==> src/rtl/uio_arb_pkg.sv <==
// Shared types and constants for the uio pad-bus arbiter.
// Bus direction encoding, pad width and the arbiter state type.
package uio_arb_pkg;

    localparam int   UIO_W      = 8;
    localparam logic DIR_DRIVE  = 1'b1;
    localparam logic DIR_SAMPLE = 1'b0;

    typedef enum logic [1:0] {
        IDLE,
        TURN,
        GRANT
    } arb_state_e;

    function automatic int idx_width(input int n);
        return (n > 1) ? $clog2(n) : 1;
    endfunction

endpackage

==> src/rtl/uio_bus_arbiter_rr_pick.sv <==
// Combinational round-robin picker.
// Returns the first set request at or after ptr_i, wrapping around.
module rr_pick
    import uio_arb_pkg::*;
#(
    parameter int N_REQ = 3,
    parameter int IW    = 2
) (
    input  logic [N_REQ-1:0] req_i,
    input  logic [IW-1:0]    ptr_i,
    output logic             valid_o,
    output logic [IW-1:0]    idx_o
);

    int cand;

    // Scan from farthest to nearest so the nearest candidate is the last write.
    always_comb begin
        valid_o = 1'b0;
        idx_o   = '0;
        cand    = 0;
        for (int i = N_REQ - 1; i >= 0; i--) begin
            cand = (int'(ptr_i) + i) % N_REQ;
            if (req_i[cand]) begin
                valid_o = 1'b1;
                idx_o   = IW'(cand);
            end
        end
    end

endmodule

==> src/rtl/uio_bus_arbiter.sv <==
// Round-robin arbiter sharing the bidirectional uio pad bus among N_REQ requesters,
// with bounded bursts and released-pad turnaround cycles on direction change.
module uio_bus_arbiter
    import uio_arb_pkg::*;
#(
    parameter int N_REQ      = 3,
    parameter int MAX_BURST  = 8,
    parameter int TURNAROUND = 1
) (
    input  logic                     clk,
    input  logic                     rst_n,
    input  logic                     ena,
    input  logic [N_REQ-1:0]         req_i,
    input  logic [N_REQ-1:0]         dir_i,
    input  logic [UIO_W*N_REQ-1:0]   wdata_i,
    output logic [N_REQ-1:0]         gnt_o,
    output logic                     busy_o,
    output logic [UIO_W-1:0]         rdata_o,
    output logic                     rvalid_o,
    input  logic [UIO_W-1:0]         uio_in,
    output logic [UIO_W-1:0]         uio_out,
    output logic [UIO_W-1:0]         uio_oe
);

    localparam int IW = idx_width(N_REQ);
    localparam int BW = (MAX_BURST > 1) ? $clog2(MAX_BURST) : 1;
    localparam int TW = $clog2(TURNAROUND + 1);

    localparam logic [BW-1:0] BURST_LAST = BW'(MAX_BURST - 1);
    localparam logic [TW-1:0] TURN_LAST  = TW'(TURNAROUND - 1);
    localparam logic [IW-1:0] IDX_LAST   = IW'(N_REQ - 1);

    arb_state_e       state_q, state_d;
    logic [IW-1:0]    idx_q, idx_d;
    logic             dir_q, dir_d;
    logic             last_dir_q, last_dir_d;
    logic [IW-1:0]    ptr_q, ptr_d;
    logic [BW-1:0]    burst_cnt_q, burst_cnt_d;
    logic [TW-1:0]    turn_cnt_q, turn_cnt_d;
    logic [N_REQ-1:0] gnt_q, gnt_d;
    logic [UIO_W-1:0] rdata_q, rdata_d;
    logic             rvalid_q, rvalid_d;

    logic             pick_valid;
    logic [IW-1:0]    pick_idx;
    logic [IW-1:0]    next_ptr;

    rr_pick #(
        .N_REQ (N_REQ),
        .IW    (IW)
    ) u_rr_pick (
        .req_i   (req_i),
        .ptr_i   (ptr_q),
        .valid_o (pick_valid),
        .idx_o   (pick_idx)
    );

    always_comb begin
        state_d     = state_q;
        idx_d       = idx_q;
        dir_d       = dir_q;
        last_dir_d  = last_dir_q;
        ptr_d       = ptr_q;
        burst_cnt_d = burst_cnt_q;
        turn_cnt_d  = turn_cnt_q;
        rdata_d     = rdata_q;
        rvalid_d    = 1'b0;
        gnt_d       = '0;
        next_ptr    = (idx_q == IDX_LAST) ? '0 : idx_q + 1'b1;

        case (state_q)
            IDLE: begin
                if (ena && pick_valid) begin
                    idx_d       = pick_idx;
                    dir_d       = dir_i[pick_idx];
                    burst_cnt_d = '0;
                    turn_cnt_d  = '0;
                    state_d     = (dir_i[pick_idx] != last_dir_q) ? TURN : GRANT;
                end
            end
            TURN: begin
                // An aborted turnaround still moves the pointer so the
                // interrupted requester does not keep first priority.
                if (!ena) begin
                    state_d    = IDLE;
                    ptr_d      = next_ptr;
                    turn_cnt_d = '0;
                end else if (turn_cnt_q == TURN_LAST) begin
                    state_d    = GRANT;
                    turn_cnt_d = '0;
                    last_dir_d = dir_q;
                end else begin
                    turn_cnt_d = turn_cnt_q + 1'b1;
                end
            end
            GRANT: begin
                if (ena && dir_q == DIR_SAMPLE) begin
                    rdata_d  = uio_in;
                    rvalid_d = 1'b1;
                end
                if (!ena || !req_i[idx_q] || burst_cnt_q == BURST_LAST) begin
                    state_d     = IDLE;
                    burst_cnt_d = '0;
                    ptr_d       = next_ptr;
                end else begin
                    burst_cnt_d = burst_cnt_q + 1'b1;
                end
            end
            default: state_d = IDLE;
        endcase

        if (state_d == GRANT) begin
            gnt_d[idx_d] = 1'b1;
        end
    end

    always_ff @(posedge clk or negedge rst_n) begin
        if (!rst_n) begin
            state_q     <= IDLE;
            idx_q       <= '0;
            dir_q       <= DIR_SAMPLE;
            last_dir_q  <= DIR_SAMPLE;
            ptr_q       <= '0;
            burst_cnt_q <= '0;
            turn_cnt_q  <= '0;
            gnt_q       <= '0;
            rdata_q     <= '0;
            rvalid_q    <= 1'b0;
        end else begin
            state_q     <= state_d;
            idx_q       <= idx_d;
            dir_q       <= dir_d;
            last_dir_q  <= last_dir_d;
            ptr_q       <= ptr_d;
            burst_cnt_q <= burst_cnt_d;
            turn_cnt_q  <= turn_cnt_d;
            gnt_q       <= gnt_d;
            rdata_q     <= rdata_d;
            rvalid_q    <= rvalid_d;
        end
    end

    // Pads are only ever driven during a drive grant; everything else releases them.
    always_comb begin
        uio_out = '0;
        uio_oe  = '0;
        if (state_q == GRANT && dir_q == DIR_DRIVE) begin
            uio_oe  = '1;
            uio_out = wdata_i[idx_q*UIO_W +: UIO_W];
        end
    end

    assign gnt_o    = gnt_q;
    assign busy_o   = (state_q != IDLE);
    assign rdata_o  = rdata_q;
    assign rvalid_o = rvalid_q;

endmodule

==> config.mk <==
export PLATFORM = sky130hd
export DESIGN_NAME = uio_bus_arbiter
export DESIGN_NICKNAME = d
export VERILOG_FILES = /design/src/rtl/uio_arb_pkg.sv /design/src/rtl/uio_bus_arbiter_rr_pick.sv /design/src/rtl/uio_bus_arbiter.sv
export SDC_FILE = /design/constraint.sdc
export NUM_CORES = 1
export LEC_CHECK = 0
export ABC_CLOCK_PERIOD_IN_PS = 2680
export CORE_MARGIN = 2
export CORE_UTILIZATION = 37
export DETAILED_ROUTE_END_ITERATION = 7
export PLACE_DENSITY = 0.77
export SYNTH_ARGS = -nofsm -noshare
export SYNTH_HDL_FRONTEND = slang
export SYNTH_HIERARCHICAL = 1
export SYNTH_SLANG_ARGS = --single-unit
export TNS_END_PERCENT = 50
==> constraint.sdc <==
create_clock -name clk -period 2.68 [get_ports clk]
set_clock_uncertainty 0.15 [all_clocks]
set_input_delay 0.67 -clock clk [delete_from_list [all_inputs] [get_ports clk]]
set_output_delay 0.67 -clock clk [all_outputs]
set_load 0.01 [all_outputs]
==> summary.md <==
| Metric | Value |
|---|---|
| Top cells by area, synth | `dfrtp_1, mux2_1, mux2i_1, nor2_1, ha_1` |
| CTS Hold Buffers Added | `0` |
| Antenna-violating nets left | `0` |
| Placed wire-length estimate | `2686 um` |
| Global placer's final weighted congestion | `0.7582` |
| Portion of synthesized cell area occupied by the leading cell type | `39.86%` |
| Final setup viols | `0` |
| Horizontal die dimension | `66.47 um` |
| Max_cap viols | `0` |
| Mapped Nets | `193` |
| Antenna diode count | `0` |
| Net switching power of the design | `0.7921 mW` |
| Family with the most delay on the worst path | `buffers and inverters` |
| Final number of max-transition violations | `0` |
| Die span in y | `66.47 um` |
| Core region area | `0.003716 sq mm` |
| Most common cell in the synthesized netlist | `dfrtp_1` |
| Level count of the clock H-tree | `1` |
| Total clock sinks | `23` |
| Required time at the worst-slack endpoint | `1.86 ns` |
| FILL cells | `313` |
| EDFF count, synth | `0` |
| Synth cell count leaders | `dfrtp_1, nor2_1, a21oi_1, mux2i_1, mux2_1` |
| Worst slew margin relative to its limit | `70.09%` |
| DRC viols | `0` |
| Part of the cycle the worst path needs | `96.72%` |
| Clk pwr share | `10.4%` |
| Cells along the critical path | `nor2b_4 > nand2_2 > inv_4 > clkdlybuf4s50_1` |
| Crit path buffers/inverters | `2` |
| Mean post-synth cell area | `9.822 sq um` |
| First-pass GRT wire length | `5554 um` |
| Lkg Pwr | `1.028 nW` |
| Fraction of power spent switching nets | `37.84%` |
| Clock tree from TritonCTS | `done` |
| Worst-margin pin slew | `0.4481 ns` |
| Area Overhead vs Synth | `59.27%` |
| Most frequently used flop master after synthesis | `dfrtp_1` |
| Largest net degree at the start of global routing | `24` |
| Run status | `complete, no violations` |
| Post-route non-filler standard cell count | `272` |
| Number of synthesized register bits | `23` |
| Share of final-layout standard cells stronger than drive strength 1 | `13.84%` |
| Deepest clock path buffer count | `2` |
| Mapped Area | `0.001444 sq mm` |
| Clock tree root driver cell | `clkbuf_8` |
| Via count of the first global-routing pass | `1281` |
| DR iter-0 viols | `40` |
| FF-to-FF Start | `ptr_q[1]$_DFFE_PN0P_` |
| Internal power summed over all cells | `1.301 mW` |
| Pre-antenna DRT Iters | `4` |
| Initial cell density of the core | `38.86%` |
| Total global-route track usage | `16.49%` |
| Number of placement rows | `22` |
| Cell type contributing the most total cell area after synthesis | `dfrtp_1` |
| Sequential share of power | `28.1%` |
| Area of the die | `0.004418 sq mm` |
| Hold Crit Class | `reg -> reg` |
| Crit-path max cell delay | `0.55 ns` |
| Combinational power share | `61.5%` |
| Wirelength, routed | `3531 um` |
| Total Nets Final | `271` |
| Yosys Warn Count | `6` |
| Worst setup path start | `state_q[0]$_DFF_PN0_` |
| Congestion Overflow GR | `0` |
| Final hold violations | `0` |
| Post-synth ARST share | `100.0%` |
| CP max-delay cell | `clkdlybuf4s50_1` |
| Post-layout min period | `2.592 ns` |
| Register clock-pin slew on the reported worst setup and hold paths | `0.08 ns` |
| Top-level I/O count | `70` |
| Path type of the worst setup path | `reg -> out` |
| Clock buffer count from CTS | `3` |
| CP max FO | `9` |
| Setup slack of the worst register-to-register path | `0.15 ns` |
| Max Freq | `385.8 MHz` |
| Number of instances in the placed design | `267` |
| Initial antenna violation count | `0` |
| Critical path startpoint category | `flop` |
| Sequential-to-total area share from yosys stat | `39.86%` |
| Crit path arrival time | `1.77 ns` |
| Number of buffers inserted by port buffering | `69` |
| Worst vdd rail ir drop | `0.0006279 V` |
| Vias after detailed routing | `1356` |
| Distinct cells, synth | `38` |
| Startpoint of the most critical hold path | `rdata_o[7]$_DFFE_PN0P_` |
| Worst skew pair latency | `0.27 ns` |
| Routed len/inst | `12.98 um` |
| Cell Pwr Density | `910.4 mW/mm^2` |
| Cell count after synthesis | `147` |
| Vias per inst | `4.985` |
| Element type at the critical path end | `primary output` |
| Total Power | `2.094 mW` |
## power by group through the flow
stage	clock [mW]	combinational [mW]	sequential [mW]
after floorplan	0	0.708	0.601
after global routing	0.246	1.40	0.607
after CTS	0.226	1.24	0.580
final	0.219	1.29	0.588
after global placement	0	1.23	0.578
after detailed placement	0	1.25	0.581
## worst paths after layout
kind	to	cells past startpoint
worst min register to register	rdata_o[7]$_DFFE_PN0P_	1
max in group asynchronous	burst_cnt_q[2]$_DFFE_PN0P_	2
worst min-delay path	rdata_o[7]$_DFFE_PN0P_	1
min in group asynchronous	gnt_o[1]$_DFF_PN0_	2
worst max register to register	gnt_o[1]$_DFF_PN0_	9
worst max-delay path	uio_oe[5]	4
## kinds of logic after synthesis
| kind of cell | Yosys count | synth area share [%] |
|---|---|---|
| buf+inv | 18 | 7.712 |
| compound gates | 29 | 13.61 |
| mux | 25 | 18.63 |
| flops | 23 | 39.86 |
| simple gates | 46 | 15.25 |
| xor+xnor | 1 | 0.6067 |
| fa+ha+maj | 5 | 4.333 |
## layout make-up
cell class	instances	area (sq um)	share of cell area, %
timing repair buffer	85	804.5	34.98
tap	48	60.06	2.612
clock buffer	3	41.29	1.795
clock inverter	1	7.507	0.3264
inverter	6	25.02	1.088
multi-input combinational	106	785.8	34.17
sequential	23	575.6	25.03
## registers in the layout (all words and copies together), names as in the netlist
register / count
burst_cnt_q: 3
dir_q: 1
rdata_o: 8
last_dir_q: 1
ptr_q: 2
state_q: 2
rvalid_o: 1
gnt_o: 3
idx_q: 2
## per-stage QoR
step	setup TNS [ns]	util [%]	area [sq um]	setup WS, ns	hold WS (ns)
floorplan	0	-	1444	0.1869	0.2244
global placement	-2.443	59.70	2218	-0.2686	0.3179
detailed placement	-3.120	59.70	2218	-0.3175	0.3268
CTS	0	60.84	2261	0.01845	0.3487
global route	-0.1040	61.89	2300	-0.01785	0.3653
finish	0	61.89	2300	0.08792	0.3469
## layout by cell type (no fill, tap or decap), drive strengths merged, types with 2 or more instances in the layout
cell type / netlist / routed
o21ai: 3 / 3
ha: 5 / 5
clkdlybuf4s50: 0 / 58
inv: 6 / 6
a21oi: 12 / 12
nor2b: 5 / 5
dlygate4sd2: 0 / 9
dfrtp: 23 / 23
clkbuf: 1 / 3
mux2: 12 / 12
nor2: 23 / 23
o32a: 2 / 2
buf: 11 / 16
nand3: 2 / 2
dlymetal6s2s: 0 / 2
nand3b: 3 / 3
nand2: 8 / 8
a311oi: 2 / 2
mux2i: 13 / 13
a32o: 2 / 2
## per-layer routing
metal | part of all wire (%) | wire length, um | track usage, %
met1 | 40 | 1421 | 19.26
met2 | 53 | 1861 | 29.38
met3 | 5.4 | 192 | 4.223
met4 | 1.6 | 57 | 5.102
met5 | 0 | 0 | 0
## what timing repair did
item,CTS,global route
gates cloned,0,0
setup endpoints to repair,18,12
resized for setup,11,11
pin swaps,0,1
setup buffers,0,1
hold endpoints to repair,0,0
Power figures use the tool's default switching activity.
==> RTL edit (config.mk and constraints unchanged) <==
Take the reset off `rdata_q` and load it in a clocked block of its own.
--- a/src/rtl/uio_bus_arbiter.sv
+++ b/src/rtl/uio_bus_arbiter.sv
@@ -126,3 +126,2 @@
             gnt_q       <= '0;
-            rdata_q     <= '0;
             rvalid_q    <= 1'b0;
@@ -137,5 +136,8 @@
             gnt_q       <= gnt_d;
-            rdata_q     <= rdata_d;
             rvalid_q    <= rvalid_d;
         end
+    end
+
+    always_ff @(posedge clk) begin
+        rdata_q <= rdata_d;
     end
Formal check against the unedited RTL: differs if rst_n is asserted again (counterexample within 4 cycles, from zero or initial values and one cycle with rst_n low); with rst_n held inactive, the same outputs for 4 cycles.
==> RTL edit against the original RTL <==
- synthesized area is 3.9% lower
- highest routed layer unchanged
- design area hardly changed
- total power is 8.1% lower
- sequential cell count stayed put
- maximum frequency is 0.25% lower
- worst setup slack worse by 6.4 ps
- count of clock-buffer cells in the layout is 1 higher
- routed wire length is 6.1% higher
- cell count is 3.3% lower
==> RTL edit: results (changes against the original RTL) <==
{| class="wikitable"
! Metric !! Value
|-
| Status || completed (unchanged)
|-
| GPL Wtd Cong || 0.781 (was 0.758)
|-
| Violation count after the first detailed-routing iteration || 23 (was 40)
|-
| Total cell area at the placement stage || 0.00216 mm² (was 0.00222 mm²)
|-
| Most frequent cells after synthesis || sky130_fd_sc_hd__nor2_1, sky130_fd_sc_hd__dfrtp_1, sky130_fd_sc_hd__mux2i_1 (was sky130_fd_sc_hd__dfrtp_1, sky130_fd_sc_hd__nor2_1, sky130_fd_sc_hd__a21oi_1, sky130_fd_sc_hd__mux2i_1, sky130_fd_sc_hd__mux2_1)
|-
| Count of mapped cells out of synthesis || 139 (was 147)
|-
| Worst min-delay path endpoint || burst_cnt_q[2]$_DFFE_PN0P_ (was rdata_o[7]$_DFFE_PN0P_)
|-
| Synth area leaders || sky130_fd_sc_hd__dfrtp_1, sky130_fd_sc_hd__edfxtp_1, sky130_fd_sc_hd__mux2i_1, sky130_fd_sc_hd__nor2_1, sky130_fd_sc_hd__ha_1 (was sky130_fd_sc_hd__dfrtp_1, sky130_fd_sc_hd__mux2_1, sky130_fd_sc_hd__mux2i_1, sky130_fd_sc_hd__nor2_1, sky130_fd_sc_hd__ha_1)
|-
| Synthesized netlist net count || 185 (was 193)
|-
| Hold path startpoint || burst_cnt_q[2]$_DFFE_PN0P_ (was rdata_o[7]$_DFFE_PN0P_)
|-
| Total global-route track usage || 17.7% (was 16.5%)
|-
| Number of enable-type register cells in the synthesized netlist || 8 (was 0)
|-
| Stage delay of the slowest cell on the critical path || 400 ps (was 550 ps)
|-
| Cell internal power dissipation || 1.20 mW (was 1.30 mW)
|-
| Sequential cell area fraction in the yosys report || 44.4% (was 39.9%)
|-
| Biggest fanout along the worst timing path || 1 (was 9)
|-
| Pin count of the biggest net entering global routing || 16 (was 24)
|-
| HPWL after detailed placement || 2.94 mm (was 2.69 mm)
|-
| Worst-margin pin slew || 657 ps (was 448 ps)
|-
| Distinct cells, synth || 34 (was 38)
|-
| Static leakage || 0.979 nW (was 1.03 nW)
|-
| Post-route fraction of the period consumed by the critical path || 97.0% (was 96.7%)
|-
| Synth async-reset ratio || 65.2% (was 100%)
|-
| Global-route wire length before repair || 5.81 mm (was 5.55 mm)
|-
| Maximum ir drop on the vdd rail || 0.521 mV (was 0.628 mV)
|-
| Sum of routed wire length over all layers || 3.75 mm (was 3.53 mm)
|}
==> RTL edit: worst reg2reg max path, cell delays in order (launching register included) <==
cell	delay, ps
sky130_fd_sc_hd__dfrtp_1	440
sky130_fd_sc_hd__inv_1	80
sky130_fd_sc_hd__ha_2	190
sky130_fd_sc_hd__mux2i_1	220
sky130_fd_sc_hd__o221ai_2	150
sky130_fd_sc_hd__o311ai_2	280
sky130_fd_sc_hd__buf_4	170
sky130_fd_sc_hd__o21a_1	140
sky130_fd_sc_hd__mux2_2	380
sky130_fd_sc_hd__a311oi_2	230
==> RTL edit: cell type report <==
type	count	area [µm²]
clock buffers	4	45.0
repair buffers	84	813
fillers	302	1340
well taps	48	60.1
flip-flops and latches	23	616
multi-input cells	98	739
inverters	6	25.0
==> RTL edit: power by group through the flow <==
| stage | clock, mW | combinational (mW) | sequential, mW |
|---|---|---|---|
| after detailed placement | 0 | 1.05 | 0.535 |
| after global placement | 0 | 1.02 | 0.529 |
| after CTS | 0.219 | 1.04 | 0.530 |
| after floorplan | 0 | 0.661 | 0.522 |
| final | 0.211 | 1.18 | 0.533 |
| after global routing | 0.241 | 1.30 | 0.543 |
==> RTL edit: kinds of logic after synthesis <==
kind of cell / after synthesis / share of synthesized area (%)
buf+inv: 18 / 8.02
compound gates: 29 / 14.2
simple gates: 46 / 15.7
flops: 23 / 44.4
mux: 17 / 12.6
xor+xnor: 1 / 0.631
fa+ha+maj: 5 / 4.51
==> RTL edit: what timing repair did <==
item                                    4_1_cts  5_1_grt
setup buffers                                 0        2
cloned                                        0        0
resized for setup                            12       18
endpoints found under the setup margin       18       13
hold buffers                                  0        0
pin swaps                                     0        2
==> RTL edit: routing by layer <==
metal	global-route usage, %	routed length [µm]
met2	31.9	2060
met5	0	0
met1	19.8	1450
met4	5.47	50
met3	5.48	184
